File: src/rtl/tpu_sequencer.sv
// PC-driven instruction sequencer for the systolic array: fetch/decode, multi-cycle load/compute strobes, store_req held until store_ack.
// Instructions take 2 cycles (+ARRAY_DIM rows, +N compute beats, +ack wait); SEQ_ILLEGAL_TRAP_EN makes opcode 110 trap instead of acting as NOP.
module tpu_sequencer #(
    parameter int INSTR_W   = 16,
    parameter int ADDR_W    = 13,
    parameter int PC_W      = 8,
    parameter int ARRAY_DIM = 4,
    parameter int CNT_W     = 8,
    localparam int ROW_W    = (ARRAY_DIM > 1) ? $clog2(ARRAY_DIM) : 1
) (
    input  logic               clk,
    input  logic               reset,
    input  logic               start,
    output logic [PC_W-1:0]    pc,
    input  logic [INSTR_W-1:0] instruction,
    output logic [ADDR_W-1:0]  base_address,
    output logic [ADDR_W-1:0]  mem_addr,
    output logic [ROW_W-1:0]   row_idx,
    output logic               load_weight,
    output logic               load_input,
    output logic               compute_en,
    output logic               store_req,
    input  logic               store_ack,
    output logic               busy,
    output logic               done,
    output logic               error
);

    typedef enum logic [2:0] {
        S_IDLE,
        S_FETCH,
        S_DECODE,
        S_EXEC,
        S_WAIT_ACK,
        S_HALTED
    } state_t;

    localparam logic [2:0] OP_NOP       = 3'b000;
    localparam logic [2:0] OP_LOAD_ADDR = 3'b001;
    localparam logic [2:0] OP_LOAD_WT   = 3'b010;
    localparam logic [2:0] OP_LOAD_IN   = 3'b011;
    localparam logic [2:0] OP_COMPUTE   = 3'b100;
    localparam logic [2:0] OP_STORE     = 3'b101;
    localparam logic [2:0] OP_ILLEGAL   = 3'b110;
    localparam logic [2:0] OP_HALT      = 3'b111;

    localparam logic [ROW_W-1:0] LAST_ROW = ROW_W'(ARRAY_DIM - 1);

    state_t             state_q, state_d;
    logic [PC_W-1:0]    pc_q, pc_d;
    logic [ADDR_W-1:0]  base_q, base_d;
    logic [ROW_W-1:0]   row_q, row_d;
    logic [CNT_W-1:0]   cnt_q, cnt_d;
    logic [2:0]         ir_op_q, ir_op_d;
    logic               lw_q, lw_d;
    logic               li_q, li_d;
    logic               ce_q, ce_d;
    logic               st_q, st_d;
    logic               done_q, done_d;
`ifdef SEQ_ILLEGAL_TRAP_EN
    logic               err_q, err_d;
`endif

    logic [2:0]         opcode;
    logic [ADDR_W-1:0]  operand;
    logic [CNT_W-1:0]   cnt_field;
    logic               last_beat;

    assign opcode    = instruction[INSTR_W-1 -: 3];
    assign operand   = instruction[INSTR_W-4:0];
    assign cnt_field = operand[CNT_W-1:0];

    always_ff @(posedge clk or posedge reset) begin
        if (reset) begin
            state_q <= S_IDLE;
            pc_q    <= '0;
            base_q  <= '0;
            row_q   <= '0;
            cnt_q   <= '0;
            ir_op_q <= OP_NOP;
            lw_q    <= 1'b0;
            li_q    <= 1'b0;
            ce_q    <= 1'b0;
            st_q    <= 1'b0;
            done_q  <= 1'b0;
`ifdef SEQ_ILLEGAL_TRAP_EN
            err_q   <= 1'b0;
`endif
        end else begin
            state_q <= state_d;
            pc_q    <= pc_d;
            base_q  <= base_d;
            row_q   <= row_d;
            cnt_q   <= cnt_d;
            ir_op_q <= ir_op_d;
            lw_q    <= lw_d;
            li_q    <= li_d;
            ce_q    <= ce_d;
            st_q    <= st_d;
            done_q  <= done_d;
`ifdef SEQ_ILLEGAL_TRAP_EN
            err_q   <= err_d;
`endif
        end
    end

    always_comb begin
        state_d   = state_q;
        pc_d      = pc_q;
        base_d    = base_q;
        row_d     = row_q;
        cnt_d     = cnt_q;
        ir_op_d   = ir_op_q;
        lw_d      = lw_q;
        li_d      = li_q;
        ce_d      = ce_q;
        st_d      = st_q;
        done_d    = done_q;
`ifdef SEQ_ILLEGAL_TRAP_EN
        err_d     = err_q;
`endif
        // Load phases end on the last row; compute ends when the beat counter hits zero.
        last_beat = (ir_op_q == OP_COMPUTE) ? (cnt_q == '0) : (row_q == LAST_ROW);

        case (state_q)
            S_IDLE, S_HALTED: begin
                if (start) begin
                    state_d = S_FETCH;
                    pc_d    = '0;
                    done_d  = 1'b0;
`ifdef SEQ_ILLEGAL_TRAP_EN
                    err_d   = 1'b0;
`endif
                end
            end
            S_FETCH: begin
                state_d = S_DECODE;
            end
            S_DECODE: begin
                ir_op_d = opcode;
                case (opcode)
                    OP_LOAD_ADDR: begin
                        base_d  = operand;
                        pc_d    = pc_q + PC_W'(1);
                        state_d = S_FETCH;
                    end
                    OP_LOAD_WT: begin
                        lw_d    = 1'b1;
                        row_d   = '0;
                        state_d = S_EXEC;
                    end
                    OP_LOAD_IN: begin
                        li_d    = 1'b1;
                        row_d   = '0;
                        state_d = S_EXEC;
                    end
                    OP_COMPUTE: begin
                        ce_d    = 1'b1;
                        cnt_d   = (cnt_field == '0) ? '0 : cnt_field - CNT_W'(1);
                        state_d = S_EXEC;
                    end
                    OP_STORE: begin
                        st_d    = 1'b1;
                        state_d = S_WAIT_ACK;
                    end
                    OP_HALT: begin
                        done_d  = 1'b1;
                        state_d = S_HALTED;
                    end
`ifdef SEQ_ILLEGAL_TRAP_EN
                    OP_ILLEGAL: begin
                        done_d  = 1'b1;
                        err_d   = 1'b1;
                        state_d = S_HALTED;
                    end
`endif
                    default: begin
                        pc_d    = pc_q + PC_W'(1);
                        state_d = S_FETCH;
                    end
                endcase
            end
            S_EXEC: begin
                if (last_beat) begin
                    lw_d    = 1'b0;
                    li_d    = 1'b0;
                    ce_d    = 1'b0;
                    row_d   = '0;
                    pc_d    = pc_q + PC_W'(1);
                    state_d = S_FETCH;
                end else if (ir_op_q == OP_COMPUTE) begin
                    cnt_d = cnt_q - CNT_W'(1);
                end else begin
                    row_d = row_q + ROW_W'(1);
                end
            end
            S_WAIT_ACK: begin
                if (store_ack) begin
                    st_d    = 1'b0;
                    pc_d    = pc_q + PC_W'(1);
                    state_d = S_FETCH;
                end
            end
            default: begin
                state_d = S_IDLE;
            end
        endcase
    end

    assign pc           = pc_q;
    assign base_address = base_q;
    assign mem_addr     = base_q + {{(ADDR_W-ROW_W){1'b0}}, row_q};
    assign row_idx      = row_q;
    assign load_weight  = lw_q;
    assign load_input   = li_q;
    assign compute_en   = ce_q;
    assign store_req    = st_q;
    assign busy         = (state_q != S_IDLE) && (state_q != S_HALTED);
    assign done         = done_q;
`ifdef SEQ_ILLEGAL_TRAP_EN
    assign error        = err_q;
`else
    assign error        = 1'b0;
`endif

endmodule

File: config.mk
export PLATFORM = sky130hd
export DESIGN_NAME = tpu_sequencer
export DESIGN_NICKNAME = d
export VERILOG_FILES = /design/src/rtl/tpu_sequencer.sv
export SDC_FILE = /design/constraint.sdc
export NUM_CORES = 1
export LEC_CHECK = 0
export CAP_MARGIN = 20
export CORE_MARGIN = 2
export CORE_UTILIZATION = 45
export DETAILED_ROUTE_END_ITERATION = 10
export PLACE_DENSITY = 0.83
export SYNTH_ARGS = -nofsm -noshare
export SYNTH_HDL_FRONTEND = slang
export SYNTH_SLANG_ARGS = --single-unit
File: constraint.sdc
create_clock -name clk -period 2.1 [get_ports clk]
set_input_delay 0.42 -clock clk [delete_from_list [all_inputs] [get_ports clk]]
set_output_delay 0.42 -clock clk [all_outputs]
set_load 0.02 [all_outputs]
==> metrics <==
RePlAce Congestion=slightly above 0.8; clock sink count=42; H-tree levels=2; chip height=~80 um; fin crit period=around 2.4 ns; status=finished with violations; gr ovfl total=0; period utilization=116%; routed wire length=~7 mm; number of remaining DRC errors=0; Worst Setup SP=base_address[0]$_DFFE_PP0P_; final std cells w/o fill=about 460; WP data arrival=2.01 ns; Final Hold Viols=0; pins over their slew limit=0; Worst R2R End=pc[0]$_DFFE_PP0P_; Diodes inserted=0; layout cells sized above 1=between 30% and 40%; GRT Util Overall=roughly 22%; die area=0.00643 mm^2; CP max stage delay=roughly 0.4 ns; Area Growth Syn to Fin=47.8%; Worst R2R Setup Slack=~0.10 ns; EDFF count, synth=0; # nets final=slightly above 400; Max-Cap Viols=0; Mapped Nets=approximately 300; pin count of the biggest net entering global routing=43; crit path cell chain=ha_4 > inv_2 > fa_2 > nor2_4 > and3_4 > nand3_4 > xnor2_4 > buf_6; clock buffer depth=2; HP Class=register to register; Critical Path Sink=mem_addr[12]; P_int=between 2 and 3 mW; area of the multi-input gates=about 0.0016 mm^2; Seq cells post-synth=42; Slew headroom=63.6%; number of instances in the placed design=about 440; syn_area_per_cell=9.53 um^2; Synth area leader=dfrtp_1; Startpoint Class=register; switching share of total power=42.5%; Worst EP required=between 1.5 and 2 ns; I/O pin count=63; area share of the largest cell type after synthesis=40.2%; CTS tree=done; Clock Power Share=between 10% and 20%; WL/cell=15.3 um; fmax=a little over 0.4 GHz; first-pass GRT wire length=~11 mm; crit-path max FO=4; Num CTS Buffers=5; RSZ-0062 raised after global routing=true; post-synthesis cell area=~0.0026 mm^2; clock latency on the worst-skew pair=about 0.30 ns; Worst IR Drop VDD=around 0.71 mV; Syn Inst Count=about 270; hpwl dp=5.09 mm; R2R depth=7; Static Leak=about 1.7 nW; Starting Density=between 40% and 50%; CTS root buffer=clkbuf_8; most common cell in the netlist=dfrtp_1; failing checks=setup timing; Fill cells=413; Buffers on Ports=roughly 60; vias per cell=approximately 5.5; initial antenna violation count=0; Initial DRT Pass Iterations=4; clock-pin slew on the worst setup and hold paths=around 0.080 ns; Crit. End Element=output port; synth top area cells=dfrtp_1 40%, mux2_2 6.0%, nand2_1 4.2%, ha_1 3.8%, o21ai_0 3.3%; Core Region=between 0.005 and 0.006 mm^2; Ys Warns=0; Vias=between 2,000 and 2,500; final setup vio count=10; actual slew at the worst max-slew pin=0.545 ns; CP max stage cell=dfrtp_2; sw power=approximately 2.2 mW; Initial DRC Count=between 100 and 150; vias in the first global route=approximately 2,500; final core utilization=a little over two thirds; sequential share of the synthesized area=about 40%; Synth Flop Type=dfrtp_1; FF+latch area=~0.0011 mm^2; Power Dens Cells=around 1300 mW/mm^2; kind of critical path=register to output port; commonest cells in the netlist=42 x dfrtp_1, 29 x nand2_1, 17 x inv_1, 17 x o21ai_0, 15 x a21oi_1; Netlist cell types=between 60 and 70; fraction of registers with async set/reset=100%; r2r startpoint=cnt_q[1]$_DFFE_PP0P_; post-route ant nets=0; worst slack at placement=-0.479 ns; Sequential Power Share=between 20% and 30%; setup slack after layout=-0.332 ns; Die Width=around 80 um; clock skew=0.00163 ns; FP Rows=27; Logic pwr share=about three fifths
[final cells by class]
cell class,count,share of cell area (%)
clock buffer,6,2.14
inverter,17,1.65
timing repair buffer,111,25.3
tap,72,2.33
clock inverter,2,0.324
sequential,42,27.3
multi-input combinational,205,41.0
[logic make-up after synthesis]
kind of cell,after synthesis,synth area share (%)
simple gates,92,19.4
flops,42,40.2
xor+xnor,15,5.03
fa+ha+maj,9,4.60
buf+inv,27,4.89
other cells,1,0.144
mux,16,6.80
compound gates,72,18.9
[timing repair]
action / 4_1_cts / 5_1_grt
resized for setup: 58 / 20
hold buffers: 0 / 0
setup buffers: 2 / 7
pin swaps: 5 / 5
setup endpoints to repair: 13 / 16
[sequential cells by signal, summed over array words and instances (netlist names)]
register / flops
pc: 8
load_input: 1
row_idx: 2
cnt_q: 8
store_req: 1
load_weight: 1
base_address: 13
state_q: 3
compute_en: 1
ir_op_q: 3
done: 1
[power by group through the flow]
stage	combinational, mW	clock, mW	sequential, mW
6_report	3.12	0.557	1.43
5_1_grt	3.37	0.606	1.47
4_1_cts	3.00	0.569	1.42
2_1_floorplan	1.53	0	1.66
3_3_place_gp	2.94	0	1.42
3_5_place_dp	3.03	0	1.44
[critical path, delay by kind of cell (launching register included)]
| family | cells | cell delay (ns) |
|---|---|---|
| fa+ha+maj | 2 | 0.51 |
| simple gates | 3 | 0.47 |
| flops | 1 | 0.40 |
| buf+inv | 2 | 0.17 |
| xor+xnor | 1 | 0.17 |
[worst min path at each step]
stage	startpoint	to	slack, ns	depth (start not counted)
floorplan	cnt_q[6]$_DFFE_PP0P_	cnt_q[6]$_DFFE_PP0P_	0.47	1
finish	done$_DFFE_PP0P_	done$_DFFE_PP0P_	0.48	2
global route	done$_DFFE_PP0P_	done$_DFFE_PP0P_	0.53	2
CTS	done$_DFFE_PP0P_	done$_DFFE_PP0P_	0.48	2
detailed placement	done$_DFFE_PP0P_	done$_DFFE_PP0P_	0.47	2
global placement	done$_DFFE_PP0P_	done$_DFFE_PP0P_	0.45	2
[placed cells by master, fill, tap and decap left out, drive strengths merged, types with 2 or more instances in the layout]
cell type and count:
o32ai 2, a22o 7, and3 4, nor3b 3
nand2b 2, nor2b 2, nand4 4, or2 2
dfrtp 42, nand3 9, clkdlybuf4s50 48, a21oi 16
nor3 6, o22ai 6, a32o 2, buf 62
mux2 14, ha 8, xnor2 9, clkbuf 6
nand2 29, xor2 6, o221a 2, a31oi 2
inv 17, o21a 6, nor2 15, o21ai 19
and2b 2, and2 4, o221ai 2, or3 2
o2bb2ai 2, mux2i 2
[metal layers]
layer  vias up  track usage [%]  routed length [um]
li1       1202                -                   -
met1      1193             26.0                2920
met2        73             38.9                3580
met3        12             3.60                 311
met4         0             8.14                 120
met5         -                0                   0
[per-stage QoR]
stage               cell area [um^2]  total power, mW  hold WS, ns  TNS [ns]
floorplan                       2700             3.18        0.474   -0.0901
global placement                3660             4.36        0.454     -3.05
detailed placement              3660             4.47        0.465     -3.87
CTS                             3770             5.00        0.484     -2.34
global route                    3860             5.45        0.526     -2.98
finish                          3860             5.11        0.482     -2.05
(Power assumes the default switching activity.)
